**src/rtl/axis_s.sv**
```systemverilog
// axis_s: AXI-Stream slave with FWFT FIFO, packet FSM and counters.
// Optional length check enabled by defining AXIS_S_LEN_CHECK_EN.
module axis_s #(
  parameter int DEPTH   = 8,
  parameter int EXP_LEN = 4
) (
  input  logic       s_axis_aclk,
  input  logic       s_axis_aresetn,
  input  logic       s_axis_tvalid,
  input  logic [7:0] s_axis_tdata,
  input  logic       s_axis_tlast,
  output logic       s_axis_tready,
  output logic [7:0] dout,
  output logic       dout_last,
  output logic       dout_valid,
  input  logic       dout_ready,
  output logic       busy,
  output logic [7:0] pkt_count,
  output logic       len_err
);

  localparam int AW = (DEPTH > 1) ? $clog2(DEPTH) : 1;
  localparam int CW = AW + 1;
  localparam logic [CW-1:0] FULL = CW'(DEPTH);

  typedef enum logic {IDLE, RX} state_e;

  logic [8:0]    mem_q [DEPTH];
  logic [8:0]    mem_d [DEPTH];
  logic [AW-1:0] wptr_q, wptr_d;
  logic [AW-1:0] rptr_q, rptr_d;
  logic [CW-1:0] cnt_q, cnt_d;
  state_e        state_q, state_d;
  logic [7:0]    beat_cnt_q, beat_cnt_d;
  logic [7:0]    pkt_q, pkt_d;
  logic          push, pop;

  assign s_axis_tready = (cnt_q != FULL) && s_axis_aresetn;
  assign dout_valid    = (cnt_q != '0) && s_axis_aresetn;
  assign push          = s_axis_tvalid && s_axis_tready;
  assign pop           = dout_valid && dout_ready;
  assign dout          = dout_valid ? mem_q[rptr_q][7:0] : 8'h00;
  assign dout_last     = dout_valid ? mem_q[rptr_q][8] : 1'b0;
  assign busy          = (state_q == RX);
  assign pkt_count     = pkt_q;

  // FIFO storage, pointers and occupancy next-state
  always_comb begin
    mem_d  = mem_q;
    wptr_d = wptr_q;
    rptr_d = rptr_q;
    cnt_d  = cnt_q;
    if (push) begin
      mem_d[wptr_q] = {s_axis_tlast, s_axis_tdata};
      wptr_d        = wptr_q + AW'(1);
    end
    if (pop) begin
      rptr_d = rptr_q + AW'(1);
    end
    unique case ({push, pop})
      2'b10:   cnt_d = cnt_q + CW'(1);
      2'b01:   cnt_d = cnt_q - CW'(1);
      default: cnt_d = cnt_q;
    endcase
  end

  // Packet FSM, in-packet beat count and packet counter
  always_comb begin
    state_d    = state_q;
    beat_cnt_d = beat_cnt_q;
    pkt_d      = pkt_q;
    unique case (1'b1)
      push && s_axis_tlast: begin
        state_d    = IDLE;
        beat_cnt_d = 8'h00;
        pkt_d      = pkt_q + 8'h01;
      end
      push && !s_axis_tlast: begin
        state_d = RX;
        if (beat_cnt_q != 8'hFF) begin
          beat_cnt_d = beat_cnt_q + 8'h01;
        end
      end
      default: ;
    endcase
  end

  // Storage array; contents are don't-care once pointers reset
  always_ff @(posedge s_axis_aclk) begin
    mem_q <= mem_d;
  end

  // Control state registers with synchronous active-low reset
  always_ff @(posedge s_axis_aclk) begin
    if (!s_axis_aresetn) begin
      wptr_q     <= '0;
      rptr_q     <= '0;
      cnt_q      <= '0;
      state_q    <= IDLE;
      beat_cnt_q <= 8'h00;
      pkt_q      <= 8'h00;
    end else begin
      wptr_q     <= wptr_d;
      rptr_q     <= rptr_d;
      cnt_q      <= cnt_d;
      state_q    <= state_d;
      beat_cnt_q <= beat_cnt_d;
      pkt_q      <= pkt_d;
    end
  end

`ifdef AXIS_S_LEN_CHECK_EN
  logic       len_err_q, len_err_d;
  logic [8:0] pkt_len;

  assign pkt_len = {1'b0, beat_cnt_q} + 9'd1;
  assign len_err = len_err_q;

  // Flag a finished packet whose length differs from EXP_LEN
  always_comb begin
    len_err_d = 1'b0;
    if (push && s_axis_tlast && (pkt_len != 9'(EXP_LEN))) begin
      len_err_d = 1'b1;
    end
  end

  // One-cycle pulse register
  always_ff @(posedge s_axis_aclk) begin
    if (!s_axis_aresetn) begin
      len_err_q <= 1'b0;
    end else begin
      len_err_q <= len_err_d;
    end
  end
`else
  logic unused_beat_cnt;
  assign unused_beat_cnt = ^beat_cnt_q;
  assign len_err = 1'b0;
`endif

endmodule

```
**config.mk**
```make
export PLATFORM = sky130hd
export DESIGN_NAME = axis_s
export DESIGN_NICKNAME = d
export VERILOG_FILES = /design/src/rtl/axis_s.sv
export SDC_FILE = /design/constraint.sdc
export NUM_CORES = 1
export LEC_CHECK = 0
export CAP_MARGIN = 25
export CORE_MARGIN = 3
export CORE_UTILIZATION = 30
export CTS_BUF_LIST = sky130_fd_sc_hd__clkbuf_2 sky130_fd_sc_hd__clkbuf_4 sky130_fd_sc_hd__clkbuf_8
export DETAILED_ROUTE_END_ITERATION = 16
export GPL_ROUTABILITY_DRIVEN = 0
export GPL_TIMING_DRIVEN = 0
export HOLD_SLACK_MARGIN = 0.02
export SYNTH_ARGS = -nofsm -noshare
export SYNTH_HDL_FRONTEND = slang
export SYNTH_SLANG_ARGS = --single-unit
```
**constraint.sdc**
```tcl
create_clock -name s_axis_aclk -period 5.77 [get_ports s_axis_aclk]
set_input_delay 1.154 -clock s_axis_aclk [delete_from_list [all_inputs] [get_ports s_axis_aclk]]
set_output_delay 1.154 -clock s_axis_aclk [all_outputs]
set_load 0.02 [all_outputs]
```
# After elaboration in Yosys (flattened, before gate mapping)
# Index checks and enable logic that the tools add are counted.
# W data, S select, Z words.
dict set report classes {
  bitwise_logic 2
  reduce_logical 11
  add_sub_neg 5
  magnitude_cmp 3
  muxes 10
  n_eq_ne 3
}
# op n
set ops {}
lappend ops {{$bwmux W72} 1}
lappend ops {{$bmux W9 S3} 1}
lappend ops {{$demux W9 S3} 1}
lappend ops {{$mux W9} 3}
lappend ops {{$add A8 B1 Y8 const B} 1}
lappend ops {{$ge A4 B4 Y1 const B} 2}
lappend ops {{$mux W8} 1}
lappend ops {{$not A3 Y4} 2}
lappend ops {{$pmux W4 S2} 1}
lappend ops {{$logic_and A1 B1 Y1} 7}
lappend ops {{$add A3 B1 Y3 const B} 2}
lappend ops {{$add A4 B1 Y4 const B} 1}
lappend ops {{$lt A4 B1 Y1 const B} 1}
lappend ops {{$ne A4 B4 Y1 const B} 1}
lappend ops {{$reduce_bool A2 Y1} 2}
lappend ops {{$reduce_bool A4 Y1} 1}
lappend ops {{$sub A4 B1 Y4 const B} 1}
lappend ops {{$eq A2 B1 Y1 const B} 1}
lappend ops {{$eq A2 B2 Y1 const B} 1}
lappend ops {{$pmux W1 S2} 1}
lappend ops {{$logic_not A1 Y1} 1}
lappend ops {{$mux W1} 1}
dict set report word_totals {
  ff_bits 91
  out_inout_bits 21
  wordCells 47
}

# Depth between registers and ports, before layout
# Gate-level depths: netlist of the first run.
dict set report logic_depth {
  ltp_word 6
  depth_mapped 12
  ltp_nobuf 11
}

# Worst setup path before layout of the first run
# Ideal clock, no wire load.
dict set report synth_timing {
  path_kind {input port to output port}
  from {input s_axis_aresetn}
  to {output s_axis_tready}
  required_time_ns 4.616
  path_stages 3
  arrival_ns 2.042
  path_slack_ns 2.574
  path_cell_list {clkbuf_1 clkbuf_1 nor2b_1}
}
dict set report synth_via {
  elab_chain_cells 1
}
# item line_no
set synth_lines {}
lappend synth_lines {{start, declared} 8} ;# input logic s_axis_aresetn,
lappend synth_lines {{$logic_and A1 B1 Y1} 38} ;# assign s_axis_tready = (cnt_q != FULL) && s_axis_aresetn;
lappend synth_lines {{end, declared} 12} ;# output logic s_axis_tready,
# Every way passes these cells.

# Worst setup path in the final report of the first run
# Same ends and word-level chain as after synthesis.

==> results of run 1 <==
==> state kept, by name (all words and copies together), names as in the netlist <==
register   cells
busy           1
wptr_q         3
rptr_q         3
mem_q         72
cnt_q          4
pkt_count      8
==> metal layers <==
metal / vias up / track usage [%] / wire [um]
met1: 1040 / 14.3 / 3300
met2: 35 / 18.1 / 3610
met3: 11 / 2.58 / 284
li1: 992 / - / -
met5: - / 0 / 0
met4: 0 / 5.05 / 138
==> metrics by stage <==
stage          hold slack [ns]  util, %  area, sq um  std cells  setup slack, ns
4_1_cts                  0.482     37.8         4600        454             1.91
5_1_grt                  0.524     37.9         4610        455             1.82
2_1_floorplan            0.489        -         3790        235             2.57
3_5_place_dp             0.463     36.0         4370        438             1.91
6_report                 0.475     37.9         4610        455             1.94
3_3_place_gp             0.454     35.4         4310        434             1.48
==> power groups by stage <==
| stage | clock, uW | sequential (uW) | combinational, uW |
|---|---|---|---|
| floorplan | 0 | 751 | 128 |
| global placement | 0 | 752 | 192 |
| detailed placement | 0 | 753 | 197 |
| CTS | 489 | 738 | 198 |
| global route | 519 | 741 | 213 |
| finish | 475 | 738 | 192 |
==> how the worst max path moves through the flow <==
stage / from / to / slack, ns / cells after the start
3_3_place_gp: s_axis_tvalid / mem_q[68]$_DFFE_PP_ / 1.48 / 4
6_report: s_axis_aresetn / s_axis_tready / 1.94 / 4
2_1_floorplan: s_axis_aresetn / s_axis_tready / 2.57 / 3
5_1_grt: s_axis_aresetn / s_axis_tready / 1.82 / 4
3_5_place_dp: s_axis_aresetn / s_axis_tready / 1.91 / 4
4_1_cts: s_axis_aresetn / s_axis_tready / 1.91 / 4
==> cell usage in the layout (no fill, tap or decap), types with 3 or more instances in the layout <==
| cell | n |
|---|---|
| a21boi_0 | 3 |
| nand2b_1 | 3 |
| ha_1 | 6 |
| and2_1 | 7 |
| clkbuf_1 | 3 |
| or3_1 | 3 |
| nor2_1 | 16 |
| buf_2 | 3 |
| buf_4 | 4 |
| o21ai_0 | 6 |
| nor2b_1 | 4 |
| nor3_2 | 4 |
| nand3_1 | 9 |
| mux2i_1 | 13 |
| xor2_1 | 7 |
| nand2_1 | 13 |
| buf_6 | 3 |
| edfxtp_1 | 72 |
| clkbuf_8 | 10 |
| dfxtp_1 | 19 |
| nand4_1 | 3 |
| clkdlybuf4s50_1 | 31 |
| mux4_2 | 18 |
==> area by class of cell <==
type | count | share of cell area, %
inverters | 3 | 0.299
clock buffers | 9 | 2.69
well taps | 168 | 4.56
multi-input cells | 131 | 26.0
plain buffers | 10 | 1.30
clock inverters | 7 | 2.17
flip-flops and latches | 91 | 55.2
repair buffers | 36 | 7.80
==> cell families after synthesis <==
group / Yosys count
compound gates: 14
xor+xnor: 9
fa+ha+maj: 6
buf+inv: 13
flops: 91
mux: 31
other cells: 1
simple gates: 70
==> impl_metrics.tcl, run 1 <==
set metrics [dict create \
    synthMuxAreaShare_pct 14.1 \
    syn_area_per_cell_sq_um 16.1 \
    top_level_ports 34 \
    worst_pin_slew_ns 0.934 \
    fill_cells 1143 \
    worst_setup_path_start_kind "input pin" \
    critical_path.endpoint_type "output port" \
    ys_seq_elements 91 \
    synth-adder-area-share_pct 1.98 \
    reg2reg_slack_ns 2.78 \
    hold_path_end "pkt_count[7]$_SDFFE_PN0P_" \
    internal-power_uw 1060 \
    yosys.area.top_type_share_pct 57.1 \
    crit_path_max_incr_delay_ns 0.61 \
    rows 40 \
    postSynth.asyncResetShare_pct 0 \
    clk_path_buf_depth 2 \
    period_needed_ns 3.83 \
    die_area_sq_um 14000 \
    setup_tns_ns 0 \
    fin_skew_ns 0.00824 \
    hold_viol_final 0 \
    cpMostUsedCell "clkbuf_1" \
    grt_max_degree 17 \
    fmax_ghz 0.261 \
    hp-start "pkt_count[7]$_SDFFE_PN0P_" \
    critical_path_arrival_ns 2.68 \
    synth_compound_area_share_pct 2.78 \
    r2r_cells 11 \
    pwr-share-comb_pct 13.7 \
    grt_util_all_layers_pct 11.2 \
    drive_above_1_share_pct 19.2 \
    path_max_fanout 10 \
    multiInputGateArea_sq_um 1200 \
    netlist_area_sq_um 3790 \
    drt_iter0_markers 162 \
    powerDensity_nw_per_um2 305 \
    hold_path.class "reg2reg" \
    synthTopCellsByArea "edfxtp_1 (57%), mux4_2 (11%), dfxtp_1 (10%)" \
    status "finished, final reports clean" \
    clock_latency_ns 0.36 \
    cp.required_ns 4.62 \
    worstReg2RegStart "cnt_q[0]$_SDFFE_PN0P_" \
    yosys.area_share.simple_pct 9.81 \
    swShare_pct 24.2 \
    start_util_pct 31.1 \
    worst_path_max_delay_cell "clkdlybuf4s50_1" \
    grt_pass1_vias 2156 \
    cts_buffers 9 \
    routed_via_density 4.57 \
    period_share_pct 66.4 \
    dr_total_vias 2078 \
    die_w_um 118 \
    cts_resized 0 \
    r2r_end "cnt_q[2]$_SDFFE_PN0P_" \
    slew_headroom_pct 37.5 \
    clockRootBuffer "clkbuf_8" \
    netlist_top_cells_count "edfxtp_1 (72), dfxtp_1 (19), mux4_2 (18), nor2_1 (16)" \
    setup_viol 0 \
    ir_drop_uv 118 \
    synth_cells 235 \
    synth_cell_type_count 36 \
    cts_setup_buffers 0 \
    crit_buf_inv 3 \
    cpLargestDelayFamily "buffers and inverters" \
    regArea_sq_um 2540 \
    pwr-share-seq_pct 52.5 \
    n_antenna_cell 0 \
    htreeDepth 3 \
    clock_power_share_pct 33.8 \
    wl_per_cell_um 16.1 \
    ys_dominant_reg_cell "edfxtp_1" \
    die_h_um 118 \
    p_leak_uw 0.00153 \
    first_pass_iters 4 \
    critPathKind "in2out" \
    cts_hold_buf 0 \
    drc 0 \
    core_area_sq_um 12200 \
    hold_path_depth 1 \
    power.total_uw 1410 \
    nNetsFinal 301 \
    synth_edf_count 72 \
    switchingPower_uw 341 \
    maxCapViolations 0 \
    syn-num-nets 254 \
    ant_nets 0 \
    rsz0062_at_grt "no" \
    seq_area_frac_synth_pct 67.2 \
    slew_violations 0 \
    antenna_found_initial 0 \
    grt_pass1_wl_um 11800 \
    yosys.area_share.xor_xnor_pct 2.08 \
    wl_um 7330 \
    ys_warn_count 0 \
    clk_pin_slew_ns 0.08 \
    areaGrowthSynthToFinish_pct 21.6 \
    io_buffers 31 \
    clock_sinks 91 \
    yosysMostFrequentCell "edfxtp_1" \
    cts_tree "yes" \
    yosys.area.top_type "edfxtp_1" \
    gr-total-overflow 0 \
    synth_top_family_by_area "multiplexers" \
    dp_hpwl_um 4980 \
    crit_chain "clkbuf_1 -> clkbuf_1 -> nor2b_1 -> clkdlybuf4s50_1" \
]
Note: power is estimated with default switching activity, not from simulation.
==> inputs of run 2 (changes only) <==
Clock period 5.77 ns to 3.6 ns, I/O delays scaled along.
==> results of run 2 <==
Same layout as run 1 (identical final DEF). Status: finished, final reports clean.
Main changes from that run: setup slack after placement 1.91 ns -> 0.513 ns; clock-pin slew on the worst setup and hold paths 0.08 ns -> 0.09 ns; setup slack after layout 1.94 ns -> 0.308 ns; start point of the critical path s_axis_aresetn -> rptr_q[1]$_SDFFE_PN0P_; end point of the critical path s_axis_tready -> dout_last; register-to-register setup slack 2.78 ns -> 0.61 ns; total power 1410 uW -> 2250 uW; worst IR drop on VDD 118 uV -> 189 uV
==> inputs of run 3 (changes only) <==
Settings changed: CAP_MARGIN 25 to 20, MAX_ROUTING_LAYER from default to met4.
==> impl_metrics.tcl, run 3 (same netlist as run 1, synthesis figures left out) <==
set metrics [dict create \
    wl_per_cell_um 16.3 \
    fin_ws_ns 0.283 \
    dr_wl_met2_um 3730 \
    n_antenna_cell 0 \
    worst_path_max_delay_cell "clkdlybuf4s50_1" \
    placed_cell_area_sq_um 4350 \
    finalNonFillerCells 453 \
    stdcell_area_sq_um 4540 \
    hold_path.class "reg2reg" \
    core_area_sq_um 12200 \
    clockRootBuffer "clkbuf_8" \
    dpl_worst_slack_ns 0.531 \
    drive_above_1_share_pct 18.9 \
    largest_reg_flops 72 \
    start_util_pct 31.1 \
    clk_pin_slew_ns 0.09 \
    cts_resized 0 \
    areaGrowthSynthToFinish_pct 20.0 \
    antenna_found_initial 0 \
    ir_drop_uv 151 \
    nNetsFinal 299 \
    gr-total-overflow 0 \
    rsz0062_at_grt "no" \
    grt_max_degree 18 \
    dp.cells 436 \
    wl_um 7380 \
    final_core_util_pct 37.3 \
    cts_hold_buf 0 \
    period_share_pct 92.1 \
    cts_setup_buffers 0 \
    clock_sinks 91 \
    crit_path_max_incr_delay_ns 0.57 \
    worst_setup_path_start_kind "flip-flop" \
    first_pass_iters 4 \
    io_buffers 31 \
    grt_pass1_vias 2179 \
    maxCapViolations 0 \
    ant_nets 0 \
    setup_viol 0 \
    hold_viol_final 0 \
    dr_total_vias 2067 \
    cpLargestDelayFamily "buffers and inverters" \
    slew_violations 0 \
    grt_util_all_layers_pct 11.7 \
    rows 40 \
    cp.required_ns 2.88 \
    die_w_um 118 \
    cts_tree "yes" \
    die_h_um 118 \
    grt_pass1_wl_um 12000 \
    period_needed_ns 3.32 \
    critPathKind "reg2out" \
    fin_skew_ns 0.0123 \
    drc 0 \
    clk_path_buf_depth 2 \
    status "finished, final reports clean" \
    crit_buf_inv 3 \
    top_level_ports 34 \
    holdWs_ns 0.486 \
    wl_met3_um 191 \
    worst_pin_slew_ns 1.06 \
    die_area_sq_um 14000 \
    top_layer_used "met4" \
    p_leak_uw 0.00150 \
    layout_common_cells "edfxtp_1 (72), clkdlybuf4s50_1 (31), dfxtp_1 (19), mux4_2 (18), nor2_1 (16)" \
    critical_path_arrival_ns 2.60 \
    wl_met1_um 3310 \
    cts_buffers 9 \
    final_common_cell "edfxtp_1" \
    fmax_ghz 0.301 \
    path_max_fanout 10 \
    clock_latency_ns 0.37 \
    crit_chain "clkbuf_2 -> buf_2 -> mux4_2 -> mux2i_1 -> nor2_1 -> clkdlybuf4s50_1" \
    slew_headroom_pct 29.2 \
    dp_hpwl_um 4890 \
    critical_path.endpoint_type "output port" \
    htreeDepth 3 \
    drt_iter0_markers 117 \
    regMostFlops "mem_q" \
    routed_via_density 4.56 \
    powerDensity_nw_per_um2 470 \
]
==> run 3: power breakdown <==
group	internal, uW	leakage [uW]	switching, uW
sequential	1160	0.000805	22.4
combinational	150	0.000600	159
clock	263	0.0000925	382
total	1570	0.00150	563
==> run 3: metrics by stage <==
| step | TNS (ns) | total power, uW |
|---|---|---|
| 6_report | 0 | 2140 |
| 5_1_grt | 0 | 2240 |
| 4_1_cts | 0 | 2170 |
| 3_5_place_dp | 0 | 1520 |
| 3_3_place_gp | -2.26 | 1510 |
| 2_1_floorplan | 0 | 1410 |
==> run 3: final timing paths <==
path,from,endpoint,slack (ns),cells past startpoint
setup / recovery,rptr_q[1]$_SDFFE_PN0P_,dout_last,0.28,6
hold / removal,pkt_count[7]$_SDFFE_PN0P_,pkt_count[7]$_SDFFE_PN0P_,0.49,1
setup reg to reg,cnt_q[0]$_SDFFE_PN0P_,cnt_q[2]$_SDFFE_PN0P_,0.59,11
hold reg to reg,pkt_count[7]$_SDFFE_PN0P_,pkt_count[7]$_SDFFE_PN0P_,0.49,1
==> run 3: cell type report <==
| type | count | area, sq um |
|---|---|---|
| well taps | 168 | 210 |
| repair buffers | 34 | 337 |
| clock buffers | 9 | 124 |
| clock inverters | 7 | 58.8 |
| fillers | 1161 | 7620 |
| multi-input cells | 131 | 1200 |
| flip-flops and latches | 91 | 2540 |
| inverters | 3 | 13.8 |
| plain buffers | 10 | 60.1 |
==> run 3: routing by layer <==
layer | vias to the layer above | track usage (%)
met2 | 32 | 18.5
li1 | 990 | -
met5 | - | -
met3 | 8 | 2.49
met1 | 1037 | 14.2
met4 | 0 | 5.71
